`config.mk`:
```
export PLATFORM = sky130hd
export DESIGN_NAME = logic_unit_arbiter_flat
export DESIGN_NICKNAME = d
export VERILOG_FILES = /design/src/rtl/logic_arb_pkg.sv /design/src/rtl/logic_unit_arbiter_if.sv /design/src/rtl/logic_arb_pick.sv /design/src/rtl/logic_unit_arbiter.sv /design/src/flat_wrapper.sv
export SDC_FILE = /design/constraint.sdc
export NUM_CORES = 1
export LEC_CHECK = 0
export CAP_MARGIN = 20
export CELL_PAD_IN_SITES_DETAIL_PLACEMENT = 0
export CELL_PAD_IN_SITES_GLOBAL_PLACEMENT = 1
export CORE_ASPECT_RATIO = 1.1
export CORE_MARGIN = 3
export CORE_UTILIZATION = 21
export DETAILED_ROUTE_END_ITERATION = 6
export GPL_TIMING_DRIVEN = 0
export HOLD_SLACK_MARGIN = 0.08
export MAX_ROUTING_LAYER = met4
export PLACE_DENSITY = 0.91
export SLEW_MARGIN = 0
export SYNTH_ARGS = -nofsm -noshare
export SYNTH_HDL_FRONTEND = slang
export SYNTH_SLANG_ARGS = --single-unit
```
`constraint.sdc`:
```
create_clock -name clk -period 3.05 [get_ports clk]
set_clock_uncertainty 0.15 [all_clocks]
set_input_delay 0.915 -clock clk [delete_from_list [all_inputs] [get_ports clk]]
set_output_delay 0.915 -clock clk [all_outputs]
set_load 0.03 [all_outputs]
```
`src/rtl/logic_arb_pkg.sv`:
```
// Shared definitions for the logic-unit arbiter: operand width, FSM states
// and a one-hot to index helper.
package logic_arb_pkg;
  localparam int LU_W = 4;

  typedef enum logic {EMPTY = 1'b0, FULL = 1'b1} state_t;

  // Supports up to 8 requesters; callers zero-pad narrower vectors.
  function automatic logic [2:0] oh2idx(input logic [7:0] oh);
    logic [2:0] r;
    r = '0;
    for (int i = 0; i < 8; i++)
      if (oh[i]) r = r | 3'(i);
    return r;
  endfunction
endpackage

```
`src/rtl/logic_unit_arbiter_if.sv`:
```
// Request/unit/response bundle between requesters, the arbiter and the shared unit.
interface logic_unit_arbiter_if #(parameter int NREQ = 4, parameter int IDW = 3);
  import logic_arb_pkg::*;
  logic [NREQ-1:0]      req_valid;
  logic [NREQ-1:0]      req_ready;
  logic [LU_W*NREQ-1:0] req_a, req_b, req_c;
  logic [LU_W-1:0]      unit_a, unit_b, unit_c, unit_y;
  logic                 rsp_valid, rsp_ready;
  logic [LU_W-1:0]      rsp_data;
  logic [IDW-1:0]       rsp_id;
  logic                 busy;

  modport slave (
    input  req_valid, req_a, req_b, req_c, unit_y, rsp_ready,
    output req_ready, unit_a, unit_b, unit_c, rsp_valid, rsp_data, rsp_id, busy
  );
  modport master (
    output req_valid, req_a, req_b, req_c, unit_y, rsp_ready,
    input  req_ready, unit_a, unit_b, unit_c, rsp_valid, rsp_data, rsp_id, busy
  );
endinterface

```
`src/rtl/logic_arb_pick.sv`:
```
// Winner selection. LOGIC_ARB_RR_EN: round-robin from ptr; otherwise fixed
// priority (lowest index) with no pointer input.
module logic_arb_pick
  import logic_arb_pkg::*;
#(
  parameter int NREQ = 4,
  parameter int IDW  = 3
) (
  input  logic [NREQ-1:0] req_valid,
`ifdef LOGIC_ARB_RR_EN
  input  logic [IDW-1:0]  ptr,
`endif
  output logic [NREQ-1:0] win,
  output logic [IDW-1:0]  idx
);
  logic [NREQ-1:0] sel;

`ifdef LOGIC_ARB_RR_EN
  logic [NREQ-1:0] mask, hi;
  // Prefer requests at or above ptr; fall back to the full set to wrap.
  always_comb begin
    mask = ~((NREQ'(1) << ptr) - NREQ'(1));
    hi   = req_valid & mask;
    sel  = (|hi) ? hi : req_valid;
  end
`else
  assign sel = req_valid;
`endif

  assign win = sel & (~sel + NREQ'(1));
  assign idx = IDW'(oh2idx(8'(win)));
endmodule

```
`src/rtl/logic_unit_arbiter.sv`:
```
// Shares one combinational logic unit among NREQ requesters with a single
// registered valid/ready response. Policy selected by LOGIC_ARB_RR_EN.
module logic_unit_arbiter
  import logic_arb_pkg::*;
#(
  parameter int NREQ = 4,
  parameter int IDW  = 3
) (
  input logic clk,
  input logic rst_n,
  logic_unit_arbiter_if.slave bus
);
  state_t          state;
  logic            can_issue, grant;
  logic [NREQ-1:0] win;
  logic [IDW-1:0]  widx;
  logic [LU_W-1:0] mux_a, mux_b, mux_c;

`ifdef LOGIC_ARB_RR_EN
  logic [IDW-1:0] ptr;
  logic_arb_pick #(.NREQ(NREQ), .IDW(IDW)) u_pick (
    .req_valid(bus.req_valid), .ptr(ptr), .win(win), .idx(widx)
  );

  always_ff @(posedge clk or negedge rst_n)
    if (!rst_n)     ptr <= '0;
    else if (grant) ptr <= (widx == IDW'(NREQ-1)) ? '0 : widx + IDW'(1);
`else
  logic_arb_pick #(.NREQ(NREQ), .IDW(IDW)) u_pick (
    .req_valid(bus.req_valid), .win(win), .idx(widx)
  );
`endif

  // rst_n gates the grant so req_ready/unit_* fall immediately in reset.
  assign can_issue = (state == EMPTY) || bus.rsp_ready;
  assign grant     = rst_n && can_issue && (|bus.req_valid);
  assign bus.req_ready = grant ? win : '0;

  always_comb begin
    mux_a = '0;
    mux_b = '0;
    mux_c = '0;
    for (int i = 0; i < NREQ; i++)
      if (bus.req_ready[i]) begin
        mux_a = mux_a | bus.req_a[LU_W*i +: LU_W];
        mux_b = mux_b | bus.req_b[LU_W*i +: LU_W];
        mux_c = mux_c | bus.req_c[LU_W*i +: LU_W];
      end
  end

  assign bus.unit_a = mux_a;
  assign bus.unit_b = mux_b;
  assign bus.unit_c = mux_c;

  always_ff @(posedge clk or negedge rst_n)
    if (!rst_n) begin
      state        <= EMPTY;
      bus.rsp_data <= '0;
      bus.rsp_id   <= '0;
    end else if (grant) begin
      state        <= FULL;
      bus.rsp_data <= bus.unit_y;
      bus.rsp_id   <= widx;
    end else if (bus.rsp_ready) begin
      state        <= EMPTY;
    end

  assign bus.rsp_valid = (state == FULL);
  assign bus.busy      = (state == FULL) || (|bus.req_valid);
endmodule

```
`src/flat_wrapper.sv`:
```
// flat-port wrapper written by rule: the top's interface ports become plain ports
module logic_unit_arbiter_flat import logic_arb_pkg::*;
#(
  parameter int NREQ = 4,
  parameter int IDW  = 3
)
  (clk, rst_n, bus_req_valid, bus_req_a, bus_req_b, bus_req_c, bus_unit_y, bus_rsp_ready, bus_req_ready, bus_unit_a, bus_unit_b, bus_unit_c, bus_rsp_valid, bus_rsp_data, bus_rsp_id, bus_busy);
  logic_unit_arbiter_if #(.NREQ(NREQ), .IDW(IDW)) bus_i ();
  input logic clk;
  input logic rst_n;
  input wire logic [$bits(bus_i.req_valid)-1:0] bus_req_valid;
  input wire logic [$bits(bus_i.req_a)-1:0] bus_req_a;
  input wire logic [$bits(bus_i.req_b)-1:0] bus_req_b;
  input wire logic [$bits(bus_i.req_c)-1:0] bus_req_c;
  input wire logic [$bits(bus_i.unit_y)-1:0] bus_unit_y;
  input wire logic [$bits(bus_i.rsp_ready)-1:0] bus_rsp_ready;
  output wire logic [$bits(bus_i.req_ready)-1:0] bus_req_ready;
  output wire logic [$bits(bus_i.unit_a)-1:0] bus_unit_a;
  output wire logic [$bits(bus_i.unit_b)-1:0] bus_unit_b;
  output wire logic [$bits(bus_i.unit_c)-1:0] bus_unit_c;
  output wire logic [$bits(bus_i.rsp_valid)-1:0] bus_rsp_valid;
  output wire logic [$bits(bus_i.rsp_data)-1:0] bus_rsp_data;
  output wire logic [$bits(bus_i.rsp_id)-1:0] bus_rsp_id;
  output wire logic [$bits(bus_i.busy)-1:0] bus_busy;
  assign bus_i.req_valid = bus_req_valid;
  assign bus_i.req_a = bus_req_a;
  assign bus_i.req_b = bus_req_b;
  assign bus_i.req_c = bus_req_c;
  assign bus_i.unit_y = bus_unit_y;
  assign bus_i.rsp_ready = bus_rsp_ready;
  assign bus_req_ready = bus_i.req_ready;
  assign bus_unit_a = bus_i.unit_a;
  assign bus_unit_b = bus_i.unit_b;
  assign bus_unit_c = bus_i.unit_c;
  assign bus_rsp_valid = bus_i.rsp_valid;
  assign bus_rsp_data = bus_i.rsp_data;
  assign bus_rsp_id = bus_i.rsp_id;
  assign bus_busy = bus_i.busy;
  logic_unit_arbiter #(.NREQ(NREQ), .IDW(IDW)) u_core (.clk(clk), .rst_n(rst_n), .bus(bus_i));
endmodule
```
==> flow_summary_export.csv, run 1 <==
group,metric,value,unit
floorplanning,dieHeight,73.9,microns
placed_design,placedInstanceArea,1810,sq um
clocking,cts_max_path_buffers,2,
synth,post_synth_inst_count,102,
critical_path,worstReg2RegEnd,"u_core.bus.rsp_data[0]$_DFFE_PN0N_",
final_layout,antennaDiodeCount,0,
critical_path,critical-path-max-stage-delay,450,ps
critical_path,crit_start_category,"primary input",
grt,number_of_antenna_violations_at_the_first_check_in_global_routing,0,
clocking,root_buffer,"clkbuf_8",
critical_path,r2r_setup_slack,1530,ps
clocking,ctsHtreeMaxLevel,1,
floorplanning,num_rows,24,
grt,grt_pass1_vias,1280,
drt,detailedRoute.firstPassIterationCount,4,
grt,global_route_wire_length_before_repair,5870,microns
final_layout,fin_nets,258,
final_layout,postLayoutCoreUtil,51.3,%
min_path,hold_path.startpoint,"u_core.bus.rsp_id[1]$_DFFE_PN0N_",
placed_design,place_hpwl,2670,microns
power,power_density,295,nW/um^2
power,p_leak,0.000889,uW
placed_design,numPortBuffers,81,
floorplanning,floorplan.die_area,5010,sq um
drt,via_count,1174,
clocking,worstSkewPairLatency,230,ps
final_layout,final_common_cell,"clkdlybuf4s50_1",
status,outcome,"complete, but fails checks",
clocking,cts_tree,"yes",
timing,slew_limit_fails,0,
power,worst_vdd_ir,0.259,mV
synth,synth-warning-count,0,
critical_path,worst_r2r_startpoint,"u_core.bus.rsp_valid$_DFFE_PN0P_",
timing,setup_viol,2,
min_path,timing.hold.worst_path_depth,2,
drt,vias_per_cell,4.70,
critical_path,crit_path_end_kind,"primary output",
timing,final.setup.worst_slack,-11.8,ps
critical_path,cp_data_arrival_time,2000,ps
synth,postSynthAreaPerCell,8.64,sq um
final_layout,regArea,175,sq um
drt,route.detailed.drc,0,
final_layout,layout.filler_cells,394,
final_layout,multi_input_comb_area,709,sq um
critical_path,worst-path-max-fanout,1,
clocking,cts.sink_count,7,
critical_path,cpMaxStageDelayCell,"clkdlybuf4s50_1",
min_path,min_path_type,"reg2reg",
timing,finalHoldViolations,0,
final_layout,area_growth_from_synthesis_to_layout,133,%
timing,post-route-period-util,100,%
placed_design,placement.setup.worst_slack,-1430,ps
timing,rsz_0062_raised_after_global_routing,"yes",
critical_path,worst-r2r-cell-count,5,
drt,drtAntennaViolNets,0,
floorplanning,dieWidth,67.8,microns
critical_path,critical_path.top_delay_family,"buffers and inverters",
flow_run,drv_cap,0,
synth,library_cell_with_the_largest_summed_area_after_synthesis,"dfrtp_1",
placed_design,gp_routability_congestion,0.654,
grt,maximum_number_of_pins_on_one_net_before_global_route_repair,14,
floorplanning,io-pin-count,84,
synth,synthDistinctLibCells,28,
critical_path,timing.critical_path.required,1980,ps
final_layout,layout.cell_area.non_filler,2050,sq um
timing,hold_slack,368,ps
critical_path,worstPathBufferInverterCount,2,
status,failing_checks,"setup timing",
grt,overflow,0,
power,total_power,605,uW
synth,synth.ff_latch_count,7,
drt,drt_first_iter_violations,53,
final_layout,commonest_cells_after_routing_fill_and_taps_aside,"clkdlybuf4s50_1, buf_4, inv_1",
synth,seq_area_frac_synth,19.9,%
floorplanning,initial_core_utilization,22.1,%
drt,postRouteWirelength,3880,microns
min_path,hold_path_end,"u_core.bus.rsp_id[1]$_DFFE_PN0N_",
synth,synth_area,881,sq um
grt,grtUsageTotal,15.5,%
clocking,clkTransAtPathRegs,40,ps
synth,synth.top_cells.by_area,"dfrtp_1, a221oi_2, a31oi_1",
drt,post_drt_wl_per_cell,15.5,microns
synth,synthesis.nets,161,
clocking,cts_made_buffers,3,
floorplanning,core-area,3990,sq um
critical_path,timing.critical_path.cells,"clkdlybuf4s50_1 -> and2_1 -> a31oi_1 -> a221oi_2 -> buf_4",
timing,minimum_clock_period_after_layout,3060,ps
final_layout,drive_above_1_share,38.9,%
timing,max_freq,327,MHz
synth,post-synth-top-area-fraction,19.9,%
critical_path,criticalPathCategory,"in2out",
==> registers in the layout, indices dropped and copies added, names as in the netlist <==
signal,flops
u_core.bus.rsp_data,4
u_core.bus.rsp_id,2
u_core.bus.rsp_valid,1
==> routing by layer <==
layer | part of all wire (%) | global-route usage, %
met1 | 39 | 16.9
met2 | 50 | 28.3
met4 | 0.21 | 2.25
met5 | 0 | -
met3 | 11 | 4.13
==> final cells by class <==
type / count / share of cell area [%]
plain buffers: 10 / 5.80
flip-flops and latches: 7 / 8.54
well taps: 52 / 3.17
multi-input cells: 71 / 34.6
inverters: 14 / 2.56
repair buffers: 92 / 43.1
clock buffers: 4 / 2.20
==> synthesized netlist by cell type <==
cell	number
a31oi_1	12
a41oi_1	1
dfrtp_1	7
a221oi_1	3
mux2_4	4
a2bb2oi_1	1
nand3b_4	1
and3_1	1
buf_4	1
buf_1	1
nand2b_2	1
nor3b_1	2
nor4b_1	1
or2b_1	1
conb_1	1
and2_1	12
o211ai_1	1
nand2_1	2
a221oi_2	9
nor3b_4	1
clkbuf_1	1
a21oi_1	13
nor2_1	1
nor3_1	2
buf_6	3
buf_2	4
nor4_2	1
inv_1	14
==> timing repair <==
action	in CTS	in global routing
setup buffers	9	0
pin swaps	12	3
resized for setup	150	8
endpoints found under the setup margin	17	13
gates cloned	2	0
hold buffers	0	0
==> worst min-delay path, cell delays in order (launching register included) <==
cell and delay [ps]:
dfrtp_1 360, inv_1 50, a2bb2oi_1 50
==> cell families (layout without fill, tap and decap cells) <==
logic type	count (synthesis)	count (layout)	share of synthesized area, %
buffers and inverters	24	120	13.8
muxes	4	4	6.82
DFF	7	7	19.9
AOI/OAI and AO/OA	40	40	37.1
and+or+nand+nor	26	26	22.0
other	1	1	0.426
==> per-stage QoR <==
stage	TNS, ps	cells
detailed placement	-21100	235
floorplan	-267	102
finish	-12.7	250
global placement	-20030	235
CTS	-2.54	250
global route	-655	250
==> worst max path at each step <==
stage / start / to / slack [ps] / depth (start not counted)
2_1_floorplan: bus_req_valid[2] / bus_unit_c[1] / -40 / 5
3_3_place_gp: rst_n / bus_unit_b[1] / -1340 / 5
3_5_place_dp: rst_n / bus_unit_a[1] / -1430 / 5
4_1_cts: bus_req_valid[2] / bus_unit_a[1] / -3 / 6
5_1_grt: bus_req_valid[2] / bus_unit_b[1] / -80 / 7
6_report: bus_req_a[5] / bus_unit_a[1] / -10 / 5
==> where the power goes <==
part | internal (uW) | switching [uW]
clock | 90.5 | 41.0
sequential | 108 | 11.0
combinational | 189 | 165
total | 387 | 217
(Power assumes the default switching activity.)
==> run 2: changes to the inputs <==
==> constraint.sdc (replaced) <==
create_clock -name clk -period 3.05 [get_ports clk]
set_clock_uncertainty 0.15 [all_clocks]
set_input_delay 0.305 -clock clk [delete_from_list [all_inputs] [get_ports clk]]
set_output_delay 0.305 -clock clk [all_outputs]
set_load 0.03 [all_outputs]
==> run 2 against run 1 <==
The run now ends clean. Total power is 8.1% lower. Clock power about the same. Flip-flop and latch count stayed put. Register-to-register slack gained 220 ps. Core utilization is 5.5 points lower. Critical path depth stayed put. Via count down 3.5%. Critical path type unchanged. Largest cell class unchanged.
==> flow_summary_export.csv, run 2 (synthesized netlist as in run 1, its figures left out) <==
group,metric,value,unit
timing,worst_slew_margin_rel,57.2,%
clocking,cts_max_path_buffers,2,
final_layout,area_growth_from_synthesis_to_layout,108,%
timing,post-route-period-util,93.0,%
critical_path,worstReg2RegEnd,"u_core.bus.rsp_data[2]$_DFFE_PN0N_",
clocking,ctsHtreeMaxLevel,1,
floorplanning,num_rows,24,
placed_design,numPortBuffers,81,
timing,rsz_0062_raised_after_global_routing,"no",
floorplanning,dieHeight,73.9,microns
clocking,cts_made_buffers,3,
final_layout,layout.cell_area.non_filler,1830,sq um
clocking,worstSkewPairLatency,230,ps
status,outcome,"finished clean",
placed_design,placement.setup.worst_slack,-122,ps
timing,setup_viol,0,
clocking,cts.sink_count,7,
final_layout,top_register,"u_core.bus.rsp_data",
timing,max_freq,353,MHz
critical_path,worst-r2r-cell-count,3,
grt,grtUsageTotal,13.8,%
drt,post_drt_wl_per_cell,14.5,microns
final_layout,final-instance-count-excl-fill,240,
drt,drt_first_iter_violations,48,
final_layout,commonest_cells_after_routing_fill_and_taps_aside,"clkdlybuf4s50_1, inv_1, a21oi_1",
critical_path,criticalPathCategory,"in2out",
critical_path,worst_r2r_startpoint,"u_core.bus.rsp_valid$_DFFE_PN0P_",
drt,route.detailed.drc,0,
clocking,cts_tree,"yes",
grt,global_route_wire_length_before_repair,5230,microns
critical_path,crit_start_category,"primary input",
grt,grt_pass1_vias,1146,
drt,vias_per_cell,4.72,
power,worst_vdd_ir,0.253,mV
timing,final.setup.worst_slack,214,ps
timing,finalHoldViolations,0,
final_layout,final_common_cell,"clkdlybuf4s50_1",
drt,drtAntennaViolNets,0,
placed_design,place_hpwl,2670,microns
final_layout,antennaDiodeCount,0,
final_layout,fin_nets,248,
critical_path,cp_data_arrival_time,2380,ps
grt,overflow,0,
critical_path,crit_path_end_kind,"primary output",
clocking,root_buffer,"clkbuf_8",
drt,via_count,1133,
power,p_leak,0.000863,uW
placed_design,gp_routability_congestion,0.616,
grt,maximum_number_of_pins_on_one_net_before_global_route_repair,11,
drt,postRouteWirelength,3480,microns
timing,slew_limit_fails,0,
floorplanning,dieWidth,67.8,microns
power,power_density,303,nW/um^2
clocking,clkTransAtPathRegs,40,ps
critical_path,worst_setup_path_endpoint,"bus_unit_a[3]",
critical_path,timing.critical_path.required,2590,ps
floorplanning,core-area,3990,sq um
final_layout,largest_register_ffs,4,
flow_run,drv_cap,0,
floorplanning,initial_core_utilization,22.1,%
critical_path,worst-path-max-fanout,9,
critical_path,startpoint,"bus_req_valid[1]",
timing,minimum_clock_period_after_layout,2840,ps
critical_path,r2r_setup_slack,1750,ps
drt,detailedRoute.firstPassIterationCount,4,
final_layout,drive_above_1_share,14.9,%
floorplanning,io-pin-count,84,
floorplanning,floorplan.die_area,5010,sq um
placed_design,placedInstanceArea,1760,sq um
placed_design,place_inst,235,
min_path,min_path_type,"in2reg",
grt,number_of_antenna_violations_at_the_first_check_in_global_routing,0,
timing,worst_pin_slew,642,ps
## run 2: changes by cell type in the layout (fill, tap and decap cells not counted), moves of 3 or more
cell,before,now
a21oi_1,7,13
buf_6,8,3
clkdlybuf4s50_1,55,71
a21oi_2,6,0
dlygate4sd2_1,5,1
buf_12,3,0
buf_4,19,1
dlymetal6s2s_1,1,9
a221oi_1,0,3
## run 2: worst min-delay path by stage
stage | from | to | cells after the start
floorplan | rst_n | u_core.bus.rsp_data[0]$_DFFE_PN0N_ | 0
global placement | u_core.bus.rsp_data[1]$_DFFE_PN0N_ | u_core.bus.rsp_data[1]$_DFFE_PN0N_ | 1
detailed placement | u_core.bus.rsp_data[3]$_DFFE_PN0N_ | u_core.bus.rsp_data[3]$_DFFE_PN0N_ | 1
CTS | bus_req_valid[2] | u_core.bus.rsp_id[0]$_DFFE_PN0N_ | 3
global route | bus_req_valid[2] | u_core.bus.rsp_id[0]$_DFFE_PN0N_ | 3
finish | bus_req_valid[2] | u_core.bus.rsp_id[0]$_DFFE_PN0N_ | 3
## run 2: where the power goes
part           internal, uW  switching (uW)  total (uW)  leakage (uW)
Clock                  90.6            42.3         133     0.0000228
Combinational           161             144         305      0.000758
Sequential              108            9.55         118     0.0000827
Total                   360             196         555      0.000863
## run 2: layout make-up
class / count / area, sq um
tap: 52 / 65.1
inverter: 14 / 52.6
buffer: 10 / 68.8
sequential: 7 / 175
multi-input combinational: 71 / 584
clock buffer: 4 / 45.0
timing repair buffer: 82 / 842
fill: 398 / 2160
## run 2: metal layers
layer  wire (microns)  GRT usage (%)
met3              439           3.52
met4               33           3.38
met2             1560           23.9
met5                0              -
met1             1450           15.8
## run 2: critical path, stage by stage
cell and delay, ps:
clkdlybuf4s50_1 610, nor3b_4 360, a21oi_1 110, a221oi_1 270
clkdlybuf4s50_1 720
## run 2: repair_timing
item,CTS,global route
hold buffers,1,0
resized for setup,1,9
endpoints found under the hold margin,7,0
endpoints found under the setup margin,10,9
cloned,0,0
setup buffers,0,0
## run 2: metrics by stage
stage / utilization (%) / total power (uW) / setup TNS (ps) / hold slack (ps)
5_1_grt: 45.9 / 586 / 0 / 351
4_1_cts: 45.3 / 566 / 0 / 314
3_3_place_gp: 44.0 / 424 / -666 / 347
2_1_floorplan: - / 272 / 0 / -141
6_report: 45.9 / 555 / 0 / 317
3_5_place_dp: 44.0 / 426 / -1050 / 343
==> run 3: changes to the inputs <==
Settings changed: CTS_CLUSTER_SIZE set to 24.
==> results of run 3 <==
The final DEF is identical to that of run 2; final timing and power are the same.
